--- config.mk ---
export PLATFORM = sky130hd
export DESIGN_NAME = systolic_mac_ctrl
export DESIGN_NICKNAME = d
export VERILOG_FILES = /design/src/rtl/systolic_mac_ctrl.sv
export SDC_FILE = /design/constraint.sdc
export NUM_CORES = 1
export LEC_CHECK = 0
export BUFFER_PORTS_ARGS = -buffer_cell sky130_fd_sc_hd__buf_2
export CAP_MARGIN = 0
export CORE_ASPECT_RATIO = 0.6
export CORE_UTILIZATION = 53
export DETAILED_ROUTE_END_ITERATION = 10
export HOLD_SLACK_MARGIN = 0.12
export PLACE_DENSITY = 0.78
export SLEW_MARGIN = 15
export SYNTH_ARGS = -nofsm -noshare
export SYNTH_HDL_FRONTEND = slang
export SYNTH_SLANG_ARGS = --single-unit
--- constraint.sdc ---
create_clock -name clk -period 1.65 [get_ports clk]
set_input_delay 0.33 -clock clk [delete_from_list [all_inputs] [get_ports clk]]
set_output_delay 0.33 -clock clk [all_outputs]
set_load 0.01 [all_outputs]
--- src/rtl/systolic_mac_ctrl.sv ---
// Sequencing controller for the 4x4 MAC array.
// Clears the accumulators, admits exactly len operand beats, then holds the result until acknowledged.
module systolic_mac_ctrl #(
    parameter int LEN_W = 8
) (
    input  logic             clk,
    input  logic             rst,
    input  logic             start,
    input  logic [LEN_W-1:0] len,
    input  logic             abort,
    input  logic             in_valid,
    output logic             in_ready,
    output logic             arr_en,
    output logic             arr_clr,
    output logic             busy,
    output logic [LEN_W-1:0] beats,
    output logic             res_valid,
    input  logic             res_ack
);

    typedef enum logic [2:0] {
        IDLE,
        CLEAR,
        RUN,
        SETTLE,
        DONE
    } state_t;

    state_t           state;
    logic [LEN_W-1:0] len_q;
    logic [LEN_W-1:0] beats_nxt;
    logic             beat_acc;

    // NOTE: in_ready depends on state only, so the source never sees a combinational loop through in_valid.
    assign in_ready  = (state == RUN);
    assign beat_acc  = in_ready & in_valid & ~abort;
    assign arr_en    = beat_acc;
    assign beats_nxt = beats + LEN_W'(1);

    // NOTE: sequential state uses non-blocking assignments only, so every flop samples pre-edge values.
    always_ff @(posedge clk or posedge rst) begin
        if (rst) begin
            state     <= IDLE;
            len_q     <= '0;
            beats     <= '0;
            arr_clr   <= 1'b0;
            busy      <= 1'b0;
            res_valid <= 1'b0;
        end else if (abort) begin
            // beats is left alone so the abort point stays observable.
            state     <= IDLE;
            arr_clr   <= 1'b0;
            busy      <= 1'b0;
            res_valid <= 1'b0;
        end else begin
            arr_clr <= 1'b0;
            unique case (state)
                IDLE: begin
                    if (start) begin
                        len_q   <= len;
                        beats   <= '0;
                        arr_clr <= 1'b1;
                        busy    <= 1'b1;
                        state   <= CLEAR;
                    end
                end
                CLEAR: begin
                    if (len_q != '0) begin
                        state <= RUN;
                    end else begin
                        state     <= DONE;
                        res_valid <= 1'b1;
                    end
                end
                RUN: begin
                    if (beat_acc) begin
                        beats <= beats_nxt;
                        if (beats_nxt == len_q) begin
                            state <= SETTLE;
                        end
                    end
                end
                SETTLE: begin
                    state     <= DONE;
                    res_valid <= 1'b1;
                end
                DONE: begin
                    if (res_ack) begin
                        state     <= IDLE;
                        busy      <= 1'b0;
                        res_valid <= 1'b0;
                    end
                end
                default: begin
                    state <= IDLE;
                    busy  <= 1'b0;
                end
            endcase
        end
    end

endmodule
==> results of run 1 <==
worst register-to-register path, stage by stage (launching register included):
cell,delay [ns]
dfrtp_1,0.42
ha_2,0.26
nand3_2,0.11
xnor2_1,0.19
mux2i_1,0.10
a2bb2oi_1,0.14
o31ai_1,0.22
final cells by class:
cell class,instances,area share [%]
well taps,30,2.467
clock buffers,3,2.714
flip-flops and latches,22,36.35
repair buffers,38,14.88
multi-input cells,105,42.19
inverters,5,1.398
worst paths after layout:
check / startpoint / end / depth (start not counted)
worst max register to register: beats[1]$_DFFE_PP0P_ / state[0]$_DFFE_PP0P_ / 6
worst max-delay path: state[2]$_DFFE_PP0P_ / arr_en / 4
worst min register to register: beats[7]$_DFFE_PP0P_ / beats[7]$_DFFE_PP0P_ / 1
worst min-delay path: len[3] / len_q[3]$_DFFE_PP0P_ / 3
min in group asynchronous: rst / beats[7]$_DFFE_PP0P_ / 4
max in group asynchronous: rst / beats[0]$_DFFE_PP0P_ / 4
per-stage QoR:
| step | hold slack [ns] | instances |
|---|---|---|
| after floorplan | 0.3192 | 136 |
| after global placement | 0.3740 | 198 |
| after detailed placement | 0.3795 | 198 |
| after CTS | 0.2613 | 203 |
| after global routing | 0.2676 | 203 |
| final | 0.2633 | 203 |
power groups by stage:
| stage | clock [mW] | sequential (mW) | combinational, mW |
|---|---|---|---|
| finish | 0.317 | 0.676 | 0.282 |
| global route | 0.349 | 0.683 | 0.317 |
| CTS | 0.322 | 0.673 | 0.281 |
| detailed placement | 0 | 0.682 | 0.275 |
| global placement | 0 | 0.679 | 0.263 |
| floorplan | 0 | 0.672 | 0.188 |
logic make-up after synthesis:
logic type	synth area share, %
adders and majority gates	1.019
AOI/OAI and AO/OA	15.90
muxes	2.548
DFF	44.85
buffers and inverters	4.077
and+or+nand+nor	25.18
xor gates and xnor gates	6.422
flip-flops by register name, summed over array words and instances (netlist names):
register and flops:
beats 8, len_q 8, state 3, arr_clr 1, busy 1, res_valid 1
repair_timing:
action | 4_1_cts | 5_1_grt
pin swaps | 2 | 1
endpoints found under the setup margin | 1 | 1
hold buffers | 1 | 0
endpoints found under the hold margin | 22 | 0
buffers inserted | 1 | 0
gates resized for setup | 3 | 4
cells in the final DEF, fill, tap and decap left out, types with 4 or more instances in the layout:
master | Yosys | routed
o31ai_1 | 5 | 5
a21oi_1 | 6 | 6
buf_2 | 0 | 26
dfrtp_1 | 22 | 20
nand2_1 | 33 | 33
xnor2_1 | 6 | 6
o21ai_1 | 7 | 7
nor2_1 | 9 | 9
nand3_1 | 5 | 4
buf_4 | 0 | 10
per-layer routing:
layer  routed length [um]  GRT usage, %  up-vias
met5                    0             0        -
met4                   31         6.667        0
met3                  191         5.233        6
met2                 1187         39.36       50
met1                 1444         35.06      524
li1                     -             -      553
==> run_results.csv, run 1 <==
group,metric,value,unit
timing,worst_slew_pin_slew,0.2733,ns
global_route,overflow,0,
routing,ant_nets,0,
floorplan,ios,27,
timing,setup_slack,0.04610,ns
yosys,yosys-top-cells-area,"dfrtp_1, nand2_1, xnor2_1",
timing,skew,0.005840,ns
final_layout,fin_util,69.80,%
pwr,leakagePower,0.7322,nW
yosys,yosysTopAreaCellShare,44.85,%
placement,dp_hpwl,2.072,mm
pwr,clockPowerShare,24.8,%
floorplan,core_area,2180,sq um
placement,pre_cts_ws,0.1053,ns
clocking,numCtsBuffers,3,
routing,drt_iter0_drc,94,
final_layout,multi_input_area,641.9,sq um
timing,setup_tns,0,ns
pwr,swShare,29.65,%
pwr,seqPwrFrac,53.0,%
floorplan,die_y,39.28,um
placement,postPlaceCellArea,1439,sq um
yosys,yosysMostFrequentCell,"nand2_1",
clocking,clock_sinks,22,
flow_run,maxCapViolations,0,
timing,grt_setup_unrepaired,"no",
worst_hold_path,hp-class,"primary input to flip-flop",
pwr,p_per_area,838.5,nW/um^2
critical_path,cp_slowest_cell,"dfrtp_1",
clocking,cts-htree-levels,1,
floorplan,rows,13,
critical_path,crit_type,"flip-flop to output port",
routing,via_per_inst,5.581,
final_layout,nNetsFinal,190,
final_layout,postLayoutCellArea,1521,sq um
yosys,syn-instance-count,136,
critical_path,critPathMaxStageDelay,0.42,ns
placement,portBuffers,26,
critical_path,crit_required,1.32,ns
pwr,p_total,1.276,mW
routing,drt-total-wl,2.855,mm
clocking,clkTransAtPathRegs,0.07,ns
critical_path,worstPathMaxFanout,6,
timing,setup-violations-final,0,
routing,vias,1133,
global_route,grt_max_degree,23,
global_route,grt_pass1_vias,960,
yosys,synth-seq-cells,22,
timing,max_freq,0.6235,GHz
clocking,cts.path.max_buffers,2,
yosys,synth_ff_type,"dfrtp_1",
pwr,intPower,0.8974,mW
clocking,ctsRootBufferMaster,"clkbuf_8",
yosys,syn_area_per_cell,9.025,sq um
critical_path,startpoint_type,"flip-flop",
critical_path,critPathCaptureType,"output port",
yosys,synth_fp_nets,151,
critical_path,crit_arrival,1.27,ns
yosys,ys_seq_area_share,44.85,%
routing,drc,0,
critical_path,worstPathCellList,"nor3_4, nand3_4, inv_4, buf_2",
final_layout,area_growth,23.96,%
yosys,synth_async_sr_flop_share,100.0,%
final_layout,drive_above_1_share,30.06,%
timing,post-route-period-util,97.21,%
timing,hold_viol_final,0,
pwr,vdd_drop_max,0.0005822,V
global_route,grt_usage,24.83,%
final_layout,n_fill_cell,181,
placement,gp_congestion,0.8593,
critical_path,r2r_setup_slack,0.11,ns
critical_path,crit_family,"flip-flops",
timing,relSlewSlack,81.61,%
routing,wl_per_cell,14.06,um
yosys,synth_edf_count,0,
routing,dr.pass1.iters,4,
timing,slew_viol_final,0,
global_route,antenna_found_initial,0,
yosys,syn_area,1227,sq um
yosys,synth_cell_types,35,
yosys,ys_top_cells_by_count,"nand2_1, dfrtp_1, nor2_1, o21ai_1",
pwr,pwr-share-comb,22.1,%
critical_path,crit_buf_inv,2,
floorplan,dieArea,2519,sq um
yosys,ys_warn_count,0,
final_layout,antennaDiodeCount,0,
timing,period_needed,1.604,ns
global_route,grt_pass1_wl,4.443,mm
floorplan,initial_core_util,56.31,%
floorplan,die_w,64.13,um
pwr,p_switching,0.3783,mW
final_layout,regArea,553.0,sq um
clocking,cts_tree,"done",
run_status,outcome,"complete, no violations",
yosys,yosysTopAreaCell,"dfrtp_1",
clocking,clk-insertion-delay-late,0.26,ns
Note: power is estimated with default switching activity, not from simulation.
==> run 2: changes to the inputs <==
Settings changed: MAX_ROUTING_LAYER from default to met4.
==> run 2 against run 1 <==
Effect of this change:
- clock skew is 0.00097 ns higher
- power is 0.12% lower
- setup slack worse by 0.0043 ns
- via count is 1.4% lower
- fmax is 0.27% lower
- clock-buffer cell count stayed put
- critical endpoint unchanged
- highest routed layer unchanged
==> run_results.csv, run 2 (same netlist as run 1, synthesis figures left out) <==
group,metric,value,unit
run_status,outcome,"complete, no violations",
routing,wl_per_cell,13.88,um
final_layout,drive_above_1_share,30.06,%
timing,slew_viol_final,0,
final_layout,area_growth,23.96,%
timing,max_freq,0.6218,GHz
worst_hold_path,hp-class,"primary input to flip-flop",
critical_path,critPathCaptureType,"output port",
critical_path,cp_slowest_cell,"dfrtp_1",
clocking,ctsRootBufferMaster,"clkbuf_8",
timing,relSlewSlack,81.58,%
pwr,swShare,29.58,%
timing,hold_viol_final,0,
timing,setup_tns,0,ns
placement,gp_congestion,0.8731,
critical_path,crit_arrival,1.28,ns
final_layout,postLayoutCellArea,1521,sq um
routing,via_per_inst,5.502,
clocking,clk-insertion-delay-late,0.26,ns
placement,dp_cells,198,
global_route,grt_max_degree,23,
critical_path,crit_required,1.32,ns
critical_path,crit_family,"flip-flops",
final_layout,top_regs,"beats (8), len_q (8), state (3)",
clocking,clkTransAtPathRegs,0.07,ns
pwr,p_total,1.274,mW
pwr,seqPwrFrac,53.1,%
placement,postPlaceCellArea,1439,sq um
global_route,grt_pass1_wl,4.436,mm
critical_path,critPathMaxStageDelay,0.42,ns
routing,dr.pass1.iters,4,
pwr,clockPowerShare,24.8,%
timing,post-route-period-util,97.47,%
flow_run,maxCapViolations,0,
timing,grt_setup_unrepaired,"no",
pwr,p_per_area,837.5,nW/um^2
pwr,pwr-share-comb,22.1,%
clocking,clock_sinks,22,
final_layout,instances_no_fill,203,
routing,ant_nets,0,
clocking,cts_tree,"done",
global_route,grt_pass1_vias,956,
final_layout,multi_input_area,641.9,sq um
final_layout,final_cell_mix,"nand2_1, buf_2, dfrtp_1, buf_4, nor2_1",
floorplan,ios,27,
critical_path,worstPathCellList,"nor3_4, nand3_4, inv_4, buf_2",
final_layout,antennaDiodeCount,0,
placement,dp_hpwl,2.072,mm
routing,drt-total-wl,2.818,mm
timing,worst_slew_pin_slew,0.2737,ns
critical_path,crit_type,"flip-flop to output port",
timing,period_needed,1.608,ns
pwr,p_switching,0.3769,mW
pwr,vdd_drop_max,0.0005791,V
pwr,leakagePower,0.7322,nW
routing,drc,0,
floorplan,core_area,2180,sq um
critical_path,crit_buf_inv,2,
routing,drt_iter0_drc,89,
clocking,cts.path.max_buffers,2,
final_layout,regArea,553.0,sq um
clocking,numCtsBuffers,3,
global_route,antenna_found_initial,0,
timing,skew,0.006811,ns
floorplan,dieArea,2519,sq um
placement,portBuffers,26,
floorplan,die_y,39.28,um
floorplan,initial_core_util,56.31,%
global_route,grt_usage,25.52,%
global_route,overflow,0,
routing,vias,1117,
final_layout,n_fill_cell,181,
final_layout,nNetsFinal,190,
floorplan,die_w,64.13,um
pwr,intPower,0.8973,mW
timing,hold_ws,0.2638,ns
clocking,cts-htree-levels,1,
final_layout,layout.cells.most_common,"nand2_1",
floorplan,rows,13,
critical_path,worstPathMaxFanout,6,
timing,setup-violations-final,0,
critical_path,startpoint_type,"flip-flop",
[run 2: layout make-up]
cell class,count,share of cell area [%]
multi-input cells,105,42.19
flip-flops and latches,22,36.35
repair buffers,38,14.88
clock buffers,3,2.714
well taps,30,2.467
inverters,5,1.398
[run 2: power groups by stage]
stage                     clock network (mW)  logic [mW]  registers [mW]
after global placement                     0       0.263           0.679
after CTS                              0.322       0.281           0.673
after global routing                   0.349       0.317           0.683
after detailed placement                   0       0.275           0.682
final                                  0.317       0.282           0.676
after floorplan                            0       0.188           0.672
[run 2: repair_timing]
item | CTS | global route
hold buffers | 1 | 0
setup endpoints to repair | 1 | 1
pin swaps | 2 | 1
buffers inserted | 1 | 0
endpoints found under the hold margin | 22 | 0
resized for setup | 3 | 4
[run 2: metrics by stage]
step	worst slack [ns]	utilization [%]
floorplan	0.1358	-
detailed placement	0.1053	66.02
finish	0.04181	69.80
CTS	0.05514	69.23
global placement	0.1117	66.02
global route	0.002215	69.80
[run 2: path summary, 6_finish.rpt]
path	end	cells after the start	startpoint	slack, ns
worst max register to register	state[0]$_DFFE_PP0P_	6	beats[1]$_DFFE_PP0P_	0.11
max in group asynchronous	beats[0]$_DFFE_PP0P_	4	rst	0.78
worst min register to register	beats[7]$_DFFE_PP0P_	1	beats[7]$_DFFE_PP0P_	0.52
min in group asynchronous	beats[7]$_DFFE_PP0P_	4	rst	0.64
worst min-delay path	len_q[3]$_DFFE_PP0P_	3	len[3]	0.26
worst max-delay path	arr_en	4	state[2]$_DFFE_PP0P_	0.04
[run 2: layer usage]
metal  share of wire (%)  global-route usage (%)  vias to the layer above
met4                0.92                   6.667                        0
met2                  42                   39.10                       59
met5                   0                       -                        -
met1                  49                   35.24                      506
met3                 7.3                   5.233                        4
li1                    -                       -                      548
[run 2: tightest hold or removal path: stages]
cell and delay, ns:
buf_2 0.07, nand2_1 0.04, nand2_1 0.04
==> run 3: changes to the inputs <==
Settings changed: REMOVE_ABC_BUFFERS from default to 1.
==> run 3 against run 2 <==
Effect of this change:
- non-clock buffer count grew 7
- sequential power increased by 0.7%
- largest power group unchanged
- fmax up 1.7%
- first-iteration DRC count up 35%
- critical path depth unchanged
- flip-flop and latch count unchanged
==> run_results.csv, run 3 (same netlist as run 1, synthesis figures left out) <==
group,metric,value,unit
run_status,outcome,"complete, no violations",
timing,setup-violations-final,0,
placement,pre_cts_ws,0.03347,ns
floorplan,core_area,2180,sq um
timing,max_freq,0.6325,GHz
global_route,grt_pass1_vias,1057,
routing,drt-total-wl,3.387,mm
timing,setup_tns,0,ns
global_route,grt_pass1_wl,5.112,mm
floorplan,ios,27,
flow_run,maxCapViolations,0,
timing,grt_setup_unrepaired,"no",
critical_path,r2r_setup_slack,0.09,ns
worst_hold_path,hp-class,"primary input to flip-flop",
clocking,clkTransAtPathRegs,0.08,ns
routing,drt_iter0_drc,120,
critical_path,critPathMaxStageDelay,0.45,ns
timing,slew_viol_final,0,
final_layout,area_growth,30.99,%
pwr,leakagePower,0.7826,nW
timing,skew,0.008144,ns
clocking,numCtsBuffers,3,
final_layout,final_cell_mix,"nand2_1, buf_2, buf_4, dfrtp_1, nor2_1",
timing,relSlewSlack,75.76,%
critical_path,crit_required,1.32,ns
floorplan,die_y,39.28,um
clocking,cts-htree-levels,1,
floorplan,dieArea,2519,sq um
clocking,ctsRootBufferMaster,"clkbuf_8",
placement,portBuffers,26,
routing,via_per_inst,5.829,
timing,hold_viol_final,0,
routing,vias,1224,
final_layout,drive_above_1_share,35.56,%
timing,post-route-period-util,95.82,%
critical_path,cp_slowest_cell,"dfrtp_2",
pwr,vdd_drop_max,0.0005552,V
critical_path,worstPathCellList,"nor3_4, nand3_4, inv_4, buf_6",
timing,period_needed,1.581,ns
critical_path,crit_type,"flip-flop to output port",
final_layout,layout.cells.most_common,"nand2_1",
global_route,grt_usage,30.22,%
routing,drc,0,
floorplan,die_w,64.13,um
routing,ant_nets,0,
clocking,cts.path.max_buffers,2,
global_route,grt_max_degree,23,
final_layout,antennaDiodeCount,0,
critical_path,startpoint_type,"flip-flop",
global_route,overflow,0,
clocking,clock_sinks,22,
timing,setup_slack,0.06902,ns
critical_path,worstPathMaxFanout,5,
clocking,clk-insertion-delay-late,0.26,ns
routing,wl_per_cell,16.13,um
pwr,p_per_area,833.8,nW/um^2
clocking,cts_tree,"done",
placement,dp_hpwl,2.333,mm
global_route,antenna_found_initial,0,
critical_path,crit_arrival,1.25,ns
timing,worst_slew_pin_slew,0.3603,ns
final_layout,nNetsFinal,197,
placement,gp_congestion,0.8319,
final_layout,top_regs,"beats (8), len_q (8), state (3)",
floorplan,rows,13,
floorplan,initial_core_util,56.31,%
routing,dr.pass1.iters,4,
critical_path,critPathCaptureType,"output port",
-- run 3: power breakdown --
| part | total, mW | switching [mW] | internal [mW] | leakage, nW |
|---|---|---|---|---|
| Sequential | 0.681 | 0.0793 | 0.602 | 0.283 |
| Combinational | 0.332 | 0.177 | 0.155 | 0.478 |
| Clock | 0.328 | 0.165 | 0.163 | 0.0216 |
-- run 3: critical path, delay by kind of cell, from the launching register on --
kind / cells / cell delay, ns
and+or+nand+nor: 2 / 0.36
buffers and inverters: 2 / 0.17
DFF: 1 / 0.45
-- run 3: final timing paths --
| path | depth (start not counted) | start | end |
|---|---|---|---|
| worst min register to register | 1 | beats[5]$_DFFE_PP0P_ | beats[5]$_DFFE_PP0P_ |
| worst min-delay path | 3 | len[0] | len_q[0]$_DFFE_PP0P_ |
| worst max register to register | 5 | beats[1]$_DFFE_PP0P_ | state[0]$_DFFE_PP0P_ |
| worst max-delay path | 4 | state[0]$_DFFE_PP0P_ | arr_en |
| max in group asynchronous | 4 | rst | beats[0]$_DFFE_PP0P_ |
| min in group asynchronous | 4 | rst | busy$_DFFE_PP0P_ |
-- run 3: per-stage QoR --
step / utilization (%) / area [sq um] / instances / power [mW] / hold WS [ns]
3_5_place_dp: 66.02 / 1439 / 198 / 0.9745 / 0.3776
3_3_place_gp: 66.02 / 1439 / 198 / 0.9582 / 0.3765
5_1_grt: 73.77 / 1608 / 210 / 1.414 / 0.2696
2_1_floorplan: - / 1196 / 132 / 0.8571 / 0.3192
6_report: 73.77 / 1608 / 210 / 1.341 / 0.2553
4_1_cts: 69.58 / 1516 / 204 / 1.312 / 0.2492
-- run 3: layout make-up --
type	count	area, sq um
Fill cell	155	571.8
Tap cell	30	37.54
Sequential cell	22	556.8
Timing Repair Buffer	45	281.5
Multi-Input combinational cell	105	669.4
Clock buffer	3	41.29
Inverter	5	21.27
-- run 3: routing by layer --
layer | vias to the layer above | share of wire (%) | global-route usage, %
met3 | 14 | 8.4 | 9.012
met4 | 0 | 3.3 | 12.78
li1 | 567 | - | -
met5 | - | 0 | -
met2 | 69 | 48 | 49.73
met1 | 574 | 40 | 35.90
-- run 3: repair_timing --
action                                  4_1_cts  5_1_grt
endpoints found under the setup margin        1        3
hold buffers                                  1        0
setup buffers                                 2        6
endpoints found under the hold margin        22        0
gates cloned                                  0        0
gates resized for setup                       3       12
pin swaps                                     2        3
